### config.mk
export PLATFORM = sky130hd
export DESIGN_NAME = pulse_sequencer
export DESIGN_NICKNAME = d
export VERILOG_FILES = /design/src/rtl/pulse_sequencer.sv
export SDC_FILE = /design/constraint.sdc
export NUM_CORES = 1
export LEC_CHECK = 0
export CAP_MARGIN = 5
export CORE_MARGIN = 2
export CORE_UTILIZATION = 58
export DETAILED_ROUTE_END_ITERATION = 10
export DONT_BUFFER_PORTS = 1
export PLACE_DENSITY = 0.81
export SYNTH_ARGS = -nofsm -noshare
export SYNTH_HDL_FRONTEND = slang
export SYNTH_SLANG_ARGS = --single-unit
### constraint.sdc
create_clock -name clk_Seq -period 6.34 [get_ports clk_Seq]
set_input_delay 0.634 -clock clk_Seq [delete_from_list [all_inputs] [get_ports clk_Seq]]
set_output_delay 0.634 -clock clk_Seq [all_outputs]
set_load 0.01 [all_outputs]
### src/rtl/pulse_sequencer.sv
// Trigger-driven scheduler that walks NUM_CH pulse channels, applying a programmed delay then a start pulse of programmed width.
// Optional macro SEQ_BURST_EN adds a burst-repeat register at config address 2*NUM_CH+1.
module pulse_sequencer #(
    parameter int NUM_CH = 4,
    parameter int CNT_W  = 35,
    parameter int ADDR_W = 5
) (
    input  logic              clk_Seq,
    input  logic              rst_Seq,
    input  logic              src_int,
    input  logic              trig_ext,
    input  logic              cfg_we,
    input  logic [ADDR_W-1:0] cfg_addr,
    input  logic [CNT_W-1:0]  cfg_data,
    output logic [NUM_CH-1:0] ch_start,
    output logic              busy,
    output logic              done,
    output logic              cfg_err,
    output logic [7:0]        trig_miss
);

    localparam int IDX_W = (NUM_CH > 1) ? $clog2(NUM_CH) : 1;
    localparam logic [IDX_W-1:0]  LAST_IDX = IDX_W'(NUM_CH - 1);
    localparam logic [CNT_W-1:0]  ONE      = CNT_W'(1);
    localparam logic [ADDR_W-1:0] PER_ADDR = ADDR_W'(2 * NUM_CH);
`ifdef SEQ_BURST_EN
    localparam logic [ADDR_W-1:0] BURST_ADDR = ADDR_W'(2 * NUM_CH + 1);
    localparam logic [ADDR_W-1:0] TOP_ADDR   = BURST_ADDR;
`else
    localparam logic [ADDR_W-1:0] TOP_ADDR   = PER_ADDR;
`endif

    typedef enum logic [2:0] {
        S_IDLE,
        S_DELAY,
        S_PULSE,
        S_NEXT,
        S_DONE
    } state_t;

    state_t             state_reg;
    logic [IDX_W-1:0]   idx_reg;
    logic [CNT_W-1:0]   cnt_reg;
    logic [NUM_CH-1:0]  ch_start_reg;
    logic               busy_reg;
    logic               done_reg;
    logic               cfg_err_reg;
    logic [7:0]         trig_miss_reg;

    logic [CNT_W-1:0]   dly_reg [NUM_CH];
    logic [CNT_W-1:0]   dur_reg [NUM_CH];
    logic [CNT_W-1:0]   period_reg;
    logic [CNT_W-1:0]   per_cnt_reg;

    logic               sync1_reg;
    logic               sync2_reg;
    logic               sync3_reg;
    logic               ext_edge_reg;

    logic               int_tick;
    logic               trig_sel;
    logic               is_idle;
    logic               accept;
    logic               addr_ok;
    logic               wr_ok;
    logic               wr_per;
    logic [NUM_CH-1:0]  wr_dly;
    logic [NUM_CH-1:0]  wr_dur;
    logic [CNT_W-1:0]   cur_dly;
    logic [CNT_W-1:0]   cur_dur;

`ifdef SEQ_BURST_EN
    logic [7:0]         burst_reg;
    logic [7:0]         pass_reg;
    logic               wr_burst;
`endif

    // External trigger: two-flop synchronizer followed by a registered rising-edge detect.
    always_ff @(posedge clk_Seq) begin
        if (rst_Seq) begin
            sync1_reg    <= 1'b0;
            sync2_reg    <= 1'b0;
            sync3_reg    <= 1'b0;
            ext_edge_reg <= 1'b0;
        end else begin
            sync1_reg    <= trig_ext;
            sync2_reg    <= sync1_reg;
            sync3_reg    <= sync2_reg;
            ext_edge_reg <= sync2_reg & ~sync3_reg;
        end
    end

    assign int_tick = (period_reg != '0) && (per_cnt_reg == period_reg - ONE);
    assign trig_sel = src_int ? int_tick : ext_edge_reg;
    assign is_idle  = (state_reg == S_IDLE);
    assign accept   = trig_sel && is_idle;

    // A trigger accepted this cycle makes the block busy, so a coincident write loses.
    assign addr_ok  = (cfg_addr <= TOP_ADDR);
    assign wr_ok    = cfg_we && is_idle && !trig_sel && addr_ok;
    assign wr_per   = wr_ok && (cfg_addr == PER_ADDR);
`ifdef SEQ_BURST_EN
    assign wr_burst = wr_ok && (cfg_addr == BURST_ADDR);
`endif

    generate
        for (genvar gi = 0; gi < NUM_CH; gi++) begin : g_dec
            assign wr_dly[gi] = wr_ok && (cfg_addr == ADDR_W'(2 * gi));
            assign wr_dur[gi] = wr_ok && (cfg_addr == ADDR_W'(2 * gi + 1));
        end
    endgenerate

    assign cur_dly = dly_reg[idx_reg];
    assign cur_dur = dur_reg[idx_reg];

    always_ff @(posedge clk_Seq) begin
        if (rst_Seq) begin
            for (int i = 0; i < NUM_CH; i++) begin
                dly_reg[i] <= '0;
                dur_reg[i] <= '0;
            end
            period_reg <= '0;
`ifdef SEQ_BURST_EN
            burst_reg  <= '0;
`endif
        end else begin
            for (int i = 0; i < NUM_CH; i++) begin
                if (wr_dly[i]) dly_reg[i] <= cfg_data;
                if (wr_dur[i]) dur_reg[i] <= cfg_data;
            end
            if (wr_per) period_reg <= cfg_data;
`ifdef SEQ_BURST_EN
            if (wr_burst) burst_reg <= cfg_data[7:0];
`endif
        end
    end

    // Period counter free-runs independently of the sequencer state.
    always_ff @(posedge clk_Seq) begin
        if (rst_Seq) begin
            per_cnt_reg   <= '0;
            trig_miss_reg <= '0;
            cfg_err_reg   <= 1'b0;
        end else begin
            if (wr_per || (period_reg == '0) || int_tick) begin
                per_cnt_reg <= '0;
            end else begin
                per_cnt_reg <= per_cnt_reg + ONE;
            end
            if (trig_sel && !is_idle && (trig_miss_reg != 8'hFF)) begin
                trig_miss_reg <= trig_miss_reg + 8'd1;
            end
            cfg_err_reg <= cfg_we && !wr_ok;
        end
    end

    always_ff @(posedge clk_Seq) begin
        if (rst_Seq) begin
            state_reg    <= S_IDLE;
            idx_reg      <= '0;
            cnt_reg      <= '0;
            ch_start_reg <= '0;
            busy_reg     <= 1'b0;
            done_reg     <= 1'b0;
`ifdef SEQ_BURST_EN
            pass_reg     <= '0;
`endif
        end else begin
            done_reg <= 1'b0;
            case (state_reg)
                S_IDLE: begin
                    if (accept) begin
                        idx_reg   <= '0;
                        cnt_reg   <= '0;
                        busy_reg  <= 1'b1;
`ifdef SEQ_BURST_EN
                        pass_reg  <= '0;
`endif
                        state_reg <= S_DELAY;
                    end
                end
                S_DELAY: begin
                    if (cnt_reg == cur_dly) begin
                        cnt_reg <= '0;
                        if (cur_dur != '0) begin
                            ch_start_reg <= NUM_CH'(1) << idx_reg;
                            state_reg    <= S_PULSE;
                        end else begin
                            state_reg <= S_NEXT;
                        end
                    end else begin
                        cnt_reg <= cnt_reg + ONE;
                    end
                end
                S_PULSE: begin
                    cnt_reg <= cnt_reg + ONE;
                    if (cnt_reg == cur_dur - ONE) begin
                        ch_start_reg <= '0;
                        state_reg    <= S_NEXT;
                    end
                end
                S_NEXT: begin
                    ch_start_reg <= '0;
                    cnt_reg      <= '0;
                    if (idx_reg == LAST_IDX) begin
`ifdef SEQ_BURST_EN
                        if (pass_reg != burst_reg) begin
                            pass_reg  <= pass_reg + 8'd1;
                            idx_reg   <= '0;
                            state_reg <= S_DELAY;
                        end else begin
                            done_reg  <= 1'b1;
                            busy_reg  <= 1'b0;
                            state_reg <= S_DONE;
                        end
`else
                        done_reg  <= 1'b1;
                        busy_reg  <= 1'b0;
                        state_reg <= S_DONE;
`endif
                    end else begin
                        idx_reg   <= idx_reg + 1'b1;
                        state_reg <= S_DELAY;
                    end
                end
                S_DONE: begin
                    state_reg <= S_IDLE;
                end
                default: begin
                    state_reg <= S_IDLE;
                end
            endcase
        end
    end

    assign ch_start  = ch_start_reg;
    assign busy      = busy_reg;
    assign done      = done_reg;
    assign cfg_err   = cfg_err_reg;
    assign trig_miss = trig_miss_reg;

endmodule

# Yosys cells after proc, flatten, opt, wreduce, memory -nomap -nowiden
# Memory sizes are Yosys's and may differ from the RTL's. A register that Yosys moved wholly into a read port is not among the register bits.
# Index checks and enable logic that the tools add are counted.
# classes
addsub,6
n_mul,0
div,0
magnitude_cmp,1
eq_ne,22
shift,1
n_mux,59
bitwise,11
reduce_logical,37
# ops
cell,count
$mux W35,10
$pmux W35 S4,1
$eq A35 B35 Y1,3
$add A35 B1 Y35 const B,2
$reduce_bool A35 Y1,2
$sub A35 B1 Y35 const B,2
$logic_not A35 Y1,1
$mux W1,31
$eq A5 B3 Y1 const B,4
$logic_and A1 B1 Y1,17
$mux W2,6
$mux W3,4
$mux W4,3
$pmux W3 S4,1
$pmux W4 S3,1
$eq A5 B2 Y1 const B,2
$ne A2 B2 Y1 const B,5
$reduce_and A3 Y1,3
$add A8 B1 Y8 const B,1
$ne A8 B8 Y1 const B,1
$or A1 B1 Y1,8
$eq A3 B2 Y1 const B,2
$eq A5 B1 Y1 const B,1
$eq A5 B4 Y1 const B,1
other kinds (20),25
# word_totals
register_bits,129
latchBits,0
mem_bits_rw,280
romBits,0
inputBits,45
output_inout_bits,15
elab_cells,153
mem_count,2
# memory_table
name,depth,word_bits,read_ports,rd_ports_with_merged_regs,wr,line_no,rtl
dly_reg,4,35,1,1,4,50,logic [CNT_W-1:0] dly_reg [NUM_CH];
dur_reg,4,35,1,1,4,51,logic [CNT_W-1:0] dur_reg [NUM_CH];

# Logic depth before layout (Yosys ltp)
# Gate-level depths: netlist of the first run.
# depth
ltp_word,12
ltp_mapped,15
ltp_nobuf,13

# Worst setup path after synthesis of the first run
# No wires, ideal clock.
# synth_path
path_kind,register to register
startpoint,reg period_reg[25]
endpoint,mem dly_reg[2][0] (enable)
setup_time_ns,0.481
t_arrival_ns,6.094
required_ns,5.859
slack_ns,-0.234
stages_incl_launch_ff,15
path_buffers,4
period_less_slack_ns,6.574
path_cell_list,dfxtp_1 > buf_2 > or4_1 > clkbuf_2 > or4b_4 > or3_1 > xnor2_1 > a31oi_1 > and4b_2 > nand4_4 > and2_1 > clkbuf_1 > clkbuf_1 > nand4_1 > o31ai_1
# synth_rtl
item,line_no,rtl
start: declaration,52,logic [CNT_W-1:0] period_reg;
start signal: assignment,131,if (wr_per) period_reg <= cfg_data;
end: declaration,50,

==> summary.txt, run 1 <==
Status = finished, final reports clean
Ys async rst share = 0
Commonest cells after routing, fill and taps aside = nor2_1 (407), edfxtp_1 (280), dfxtp_1 (129)
Vias in the first global route = 14547
Leakage power = 7.38 nW
EDFF count, synth = 280
Pins Over Slew Limit = 0
Root Driver = clkbuf_16
Tot GR Track Use = 0.292
Placed Area = 0.0208 mm2
Critical Setup Path Class = reg2reg
Die ar. = 0.0370 mm2
Worst-Margin Slew = 1230 ps
Vias/cell = 6.42
Ratio of cells with drive above 1 in the final layout = 0.105
Layout Nets = 1875
Final Util = 0.639
Element type at the critical path start = register
Slowest cell delay on critical path = 640 ps
Overall Power = 6.21 mW
I/O Buffers = 0
Die X = 192 um
Period utilisation layout = 0.819
Post-route ant nets = 0
CTS resizes = 0
Wire length of the first global-routing pass = 81800 um
Grt total ovfl = 0
Worst setup EP type = register
Core Rows = 68
Worst skew pair latency = 560 ps
Final cell count without fillers = 2306
Placed cell count = 2231
CTS Buf Count = 42
CP Data Required Time = 6570 ps
Max frequency = 193 MHz
Synth cell types = 75
Worst vdd ir = 0.286 mV
CP Max Fanout = 18
Drt drc = 0
Clock tree buffer depth = 3
Total of max-cap violations = 0
First-pass DRT Iterations = 6
Area grow syn2layout = 7.87%
Area fraction of the dominant cell type after synthesis = 0.409
N_diodes = 0
Seq/Total Area, Yosys = 0.537
H-tree depth = 2
Final WL = 52800 um
Synthesized cell area = 0.0206 mm2
Fin worst setup slack = 1150 ps
Wire per inst = 22.9 um
Critical path's slowest cell = nor4bb_1
Post-CTS setup buffer count = 0
Mean post-synth cell area = 11.0 um2
RSZ-0062 raised after global routing = false
Number of top-level pins = 60
Initial Util = 0.592
Final setup viols = 0
Antenna violations before repair = 0
Setup Skew = 20.0 ps
Worst path arrival time = 5420 ps
Syn nets = 1929
Setup WS pre-CTS = 1200 ps
Final instance area = 0.0222 mm2
Hold slack final = 146 ps
FF+latch count, synth = 411
Hold violation count in the final report = 0
Crit path cell chain = inv_1, ha_1, nor3b_1, nand3_1, or3_1, mux2_2, and4_1, and4b_2, nand4_4, and2_1, nor4bb_1, a31o_2, buf_4
Most common cell after layout, fill and taps aside = nor2_1
Via count = 14809
Top cell type by total area after synthesis = edfxtp_1
Post-Synthesis Cells = 1874
TNS Setup = 0 ps
Worst hold path type = in2reg
PD cells = 280 mW/mm2
Core area = 0.0347 mm2
Number of clock sinks = 411
Largest net degree at the start of global routing = 74
Relative slew slack = 0.181
Hpwl dp = 35700 um
Synth Flop Type = edfxtp_1
Warnings, synthesis = 0
DR iter-0 viols = 1666
Die Ht = 192 um
CTS tree = built
GP Congestion = 0.970
Tmin final = 5190 ps
Hold buffer count at CTS = 0
Clock transition at path regs = 60 ps
Synth area leaders = edfxtp_1 (41%), dfxtp_1 (13%), mux4_2 (7.8%), nor2_1 (7.4%), xnor2_1 (4.5%)
synth_stat cells (all sizes together) (29+ instances only):
cell type and n:
a21oi 47, edfxtp 280, nor3 39, nand3 45, mux2i 48, nand2 112
xor2 53, dfxtp 131, nand2b 43, nor2 417, inv 29, xnor2 106
nand4 41, mux4 71, clkbuf 93
report_power, final:
part / switching, mW / internal, mW / total [mW]
clock: 1.04 / 1.41 / 2.45
sequential: 0.0565 / 2.96 / 3.01
combinational: 0.503 / 0.250 / 0.752
area by class of cell:
cell class                      instances  area [um2]
Clock buffer                           54        1120
Clock inverter                         21         215
Fill cell                            2608       12500
Inverter                               30         113
Multi-Input combinational cell       1317        8970
Sequential cell                       411       11000
Tap cell                              455         569
Timing Repair Buffer                   18         148
cells by family after synthesis:
logic type               after synthesis  share of synthesized area
buffers and inverters                146                     0.0292
XOR/XNOR                             160                     0.0689
adder cells (fa/ha/maj)               10                    0.00609
AND/OR/NAND/NOR                      863                      0.203
AO/OA/AOI/OAI                        162                     0.0529
flip-flops                           411                      0.537
multiplexers                         122                      0.103
worst max-delay path: cells and delay by family, from the launching register on:
family | cells | cell delay, ps
and+or+nand+nor | 8 | 3100
AOI/OAI and AO/OA | 1 | 490
buffers and inverters | 2 | 470
DFF | 1 | 350
muxes | 1 | 280
adders and majority gates | 1 | 170
per-layer routing:
metal  up-vias  GRT usage  part of all wire
met5         -          0                 0
met4         0      0.122             0.034
met3       121     0.0565              0.10
met2       756      0.479              0.48
met1      7267      0.383              0.38
li1       6665          -                 -
final timing paths:
path                              start                           end  slack, ps  cells past startpoint
max          period_reg[0]$_SDFFE_PP0P_  dly_reg[1][29]$_SDFFCE_PN0P_       1150                     13
min                             rst_Seq   period_reg[17]$_SDFFE_PP0P_        150                      1
max reg2reg  period_reg[0]$_SDFFE_PP0P_  dly_reg[1][29]$_SDFFCE_PN0P_       1150                     13
min reg2reg        sync3_reg$_SDFF_PP0_       ext_edge_reg$_SDFF_PP0_        390                      1
Power figures use the tool's default switching activity.
==> run 2: changes to the inputs <==
Settings changed: ABC_AREA from default to 1.
Clock period 6.34 ns to 4.3 ns, I/O delays scaled along.
==> summary.txt, run 2 <==
Status = finished, final reports clean
CP Data Required Time = 4720 ps
CTS tree = built
Number of clock sinks = 411
Number of top-level pins = 60
Largest net degree at the start of global routing = 112
Pins Over Slew Limit = 0
Ys async rst share = 0
CP Max Fanout = 35
Worst-Margin Slew = 919 ps
N_diodes = 0
GP Congestion = 0.992
FF+latch count, synth = 411
Worst path arrival time = 4310 ps
Drt drc = 0
Final setup viols = 0
Initial Util = 0.588
Vias/cell = 5.80
H-tree depth = 2
Main combinational cell family by area after synthesis = simple AND/OR/NAND/NOR gates
Overall Power = 9.77 mW
Syn nets = 2955
Hold buffer count at CTS = 38
Die Ht = 202 um
Max frequency = 257 MHz
Clock transition at path regs = 70 ps
Met2 Track Usage GR = 0.570
Grt total ovfl = 0
Seq/Total Area, Yosys = 0.485
Element type at the critical path start = register
I/O Buffers = 0
Vias in the first global route = 19284
Wire per inst = 20.1 um
Leakage power = 10.3 nW
Hold violation count in the final report = 0
Post-Synth Adder-Cell Area = 0.00551
Worst Reg-to-Reg Cells = 20
CTS Buf Count = 44
Setup Skew = 22.3 ps
EDFF count, synth = 280
Mean post-synth cell area = 7.84 um2
Met1 Usage GRT = 0.429
Hpwl dp = 47200 um
PD cells = 392 mW/mm2
Core area = 0.0386 mm2
Worst setup EP type = register
Die ar. = 0.0408 mm2
Area fraction of the dominant cell type after synthesis = 0.370
Proportion of synthesized area in mux cells = 0
Commonest cells after routing, fill and taps aside = nand2_1 (784), nor2_1 (504), edfxtp_1 (280)
Most common cell in the netlist = nand2_1
Worst skew pair latency = 600 ps
Post-route ant nets = 0
Final WL = 69000 um
Via count = 19905
Met3 Use GR = 0.0647
RSZ-0062 raised after global routing = false
Relative slew slack = 0.387
Post-synthesis compound-gate area fraction = 0.0227
Worst hold path type = in2reg
Warnings, synthesis = 0
Reg-to-reg endpoint = dly_reg[0][12]$_SDFFCE_PN0P_
Top cell type by total area after synthesis = edfxtp_1
Core Rows = 72
Synth Flop Type = edfxtp_1
Synthesized cell area = 0.0227 mm2
Post-Synth Simple-Gate Area = 0.353
Post-synth top cells = nand2_1 (792), nor2_1 (504), edfxtp_1 (280)
Post-Synthesis Cells = 2900
Period utilisation layout = 0.905
Root Driver = clkbuf_16
GR peak layer = met2
Post-CTS setup buffer count = 0
Critical Setup Path Class = reg2reg
Antenna violations before repair = 2
Crit path to = dly_reg[0][12]$_SDFFCE_PN0P_
R2R Path Start = period_reg[0]$_SDFFE_PP0P_
First-pass DRT Iterations = 6
CTS resizes = 0
Synth area leaders = edfxtp_1 (37%), nand2_1 (13%), dfxtp_1 (12%), nor2_1 (8.3%), nand3_1 (5.8%)
Tmin final = 3890 ps
Layout Nets = 2934
Most common cell after layout, fill and taps aside = nand2_1
Ratio of cells with drive above 1 in the final layout = 0.0583
TNS Setup = 0 ps
DR iter-0 viols = 2016
Crit. Startpoint = period_reg[0]$_SDFFE_PP0P_
Tot GR Track Use = 0.341
Clock tree buffer depth = 3
Synth Area in XOR/XNOR = 0.0648
Die X = 202 um
Worst vdd ir = 0.310 mV
Synth cell types = 41
Wire length of the first global-routing pass = 107000 um
Reg2Reg Setup Slack = 410 ps
Area grow syn2layout = 9.63%
Total of max-cap violations = 0
run 2: worst max-delay path, cell delays in order, from the launching register on:
cell and delay, ps:
dfxtp_1 310, inv_1 170, ha_1 250, nand2_1 90, nor2_1 250, nand3_1 120
nor2_1 280, nand3_1 110, nand2_1 100, nand2_1 60, nand2_1 60, nor2_1 30
nand3_1 70, nor2_1 80, nand3_2 100, nand2_1 110, nand2_4 140, nand3_4 170
nor2_4 150, nand3_2 690, nor2_1 340
run 2: worst min-delay path by stage:
stage                               from                            to  slack, ps  cells past startpoint
global placement    sync1_reg$_SDFF_PP0_          sync2_reg$_SDFF_PP0_        400                      2
global route                     rst_Seq   dly_reg[1][4]$_SDFFCE_PN0P_         20                      1
detailed placement  sync1_reg$_SDFF_PP0_          sync2_reg$_SDFF_PP0_        400                      2
CTS                              rst_Seq                      register          8                      1
finish                           rst_Seq  dly_reg[1][14]$_SDFFCE_PN0P_         30                      1
floorplan           sync3_reg$_SDFF_PP0_       ext_edge_reg$_SDFF_PP0_        370                      1
run 2: cells by family after synthesis:
logic type | count (synthesis)
compound gates | 101
xor+xnor | 168
fa+ha+maj | 10
buf+inv | 359
flops | 411
simple gates | 1851
run 2: report_power, final:
| part | leakage, nW | internal, mW | switching (mW) |
|---|---|---|---|
| Combinational | 5.61 | 0.299 | 0.908 |
| Clock | 0.748 | 2.39 | 1.71 |
| Sequential | 3.95 | 4.35 | 0.110 |
| Total | 10.3 | 7.04 | 2.73 |
run 2: stage by stage:
step / utilization / instances / worst slack (ps) / cell area [um2] / hold slack (ps)
final: 0.645 / 3433 / 407 / 24900 / 34.5
after global routing: 0.645 / 3433 / 128 / 24900 / 20.2
after CTS: 0.645 / 3433 / 494 / 24900 / 8.09
after detailed placement: 0.594 / 3313 / 556 / 23000 / 405
after global placement: 0.594 / 3313 / 779 / 23000 / 400
after floorplan: - / 2900 / 905 / 22700 / 373
run 2: area by class of cell:
type	count	area (um2)
Sequential cell	411	11000
Inverter	223	842
Timing Repair Buffer	69	673
Clock buffer	48	1120
Tap cell	518	648
Fill cell	3212	13700
Clock inverter	34	435
Multi-Input combinational cell	2130	10200
run 2: layer usage:
metal,up-vias,part of all wire
li1,9359,-
met1,9283,0.38
met2,1055,0.48
met3,202,0.097
met4,6,0.044
met5,-,0.00061
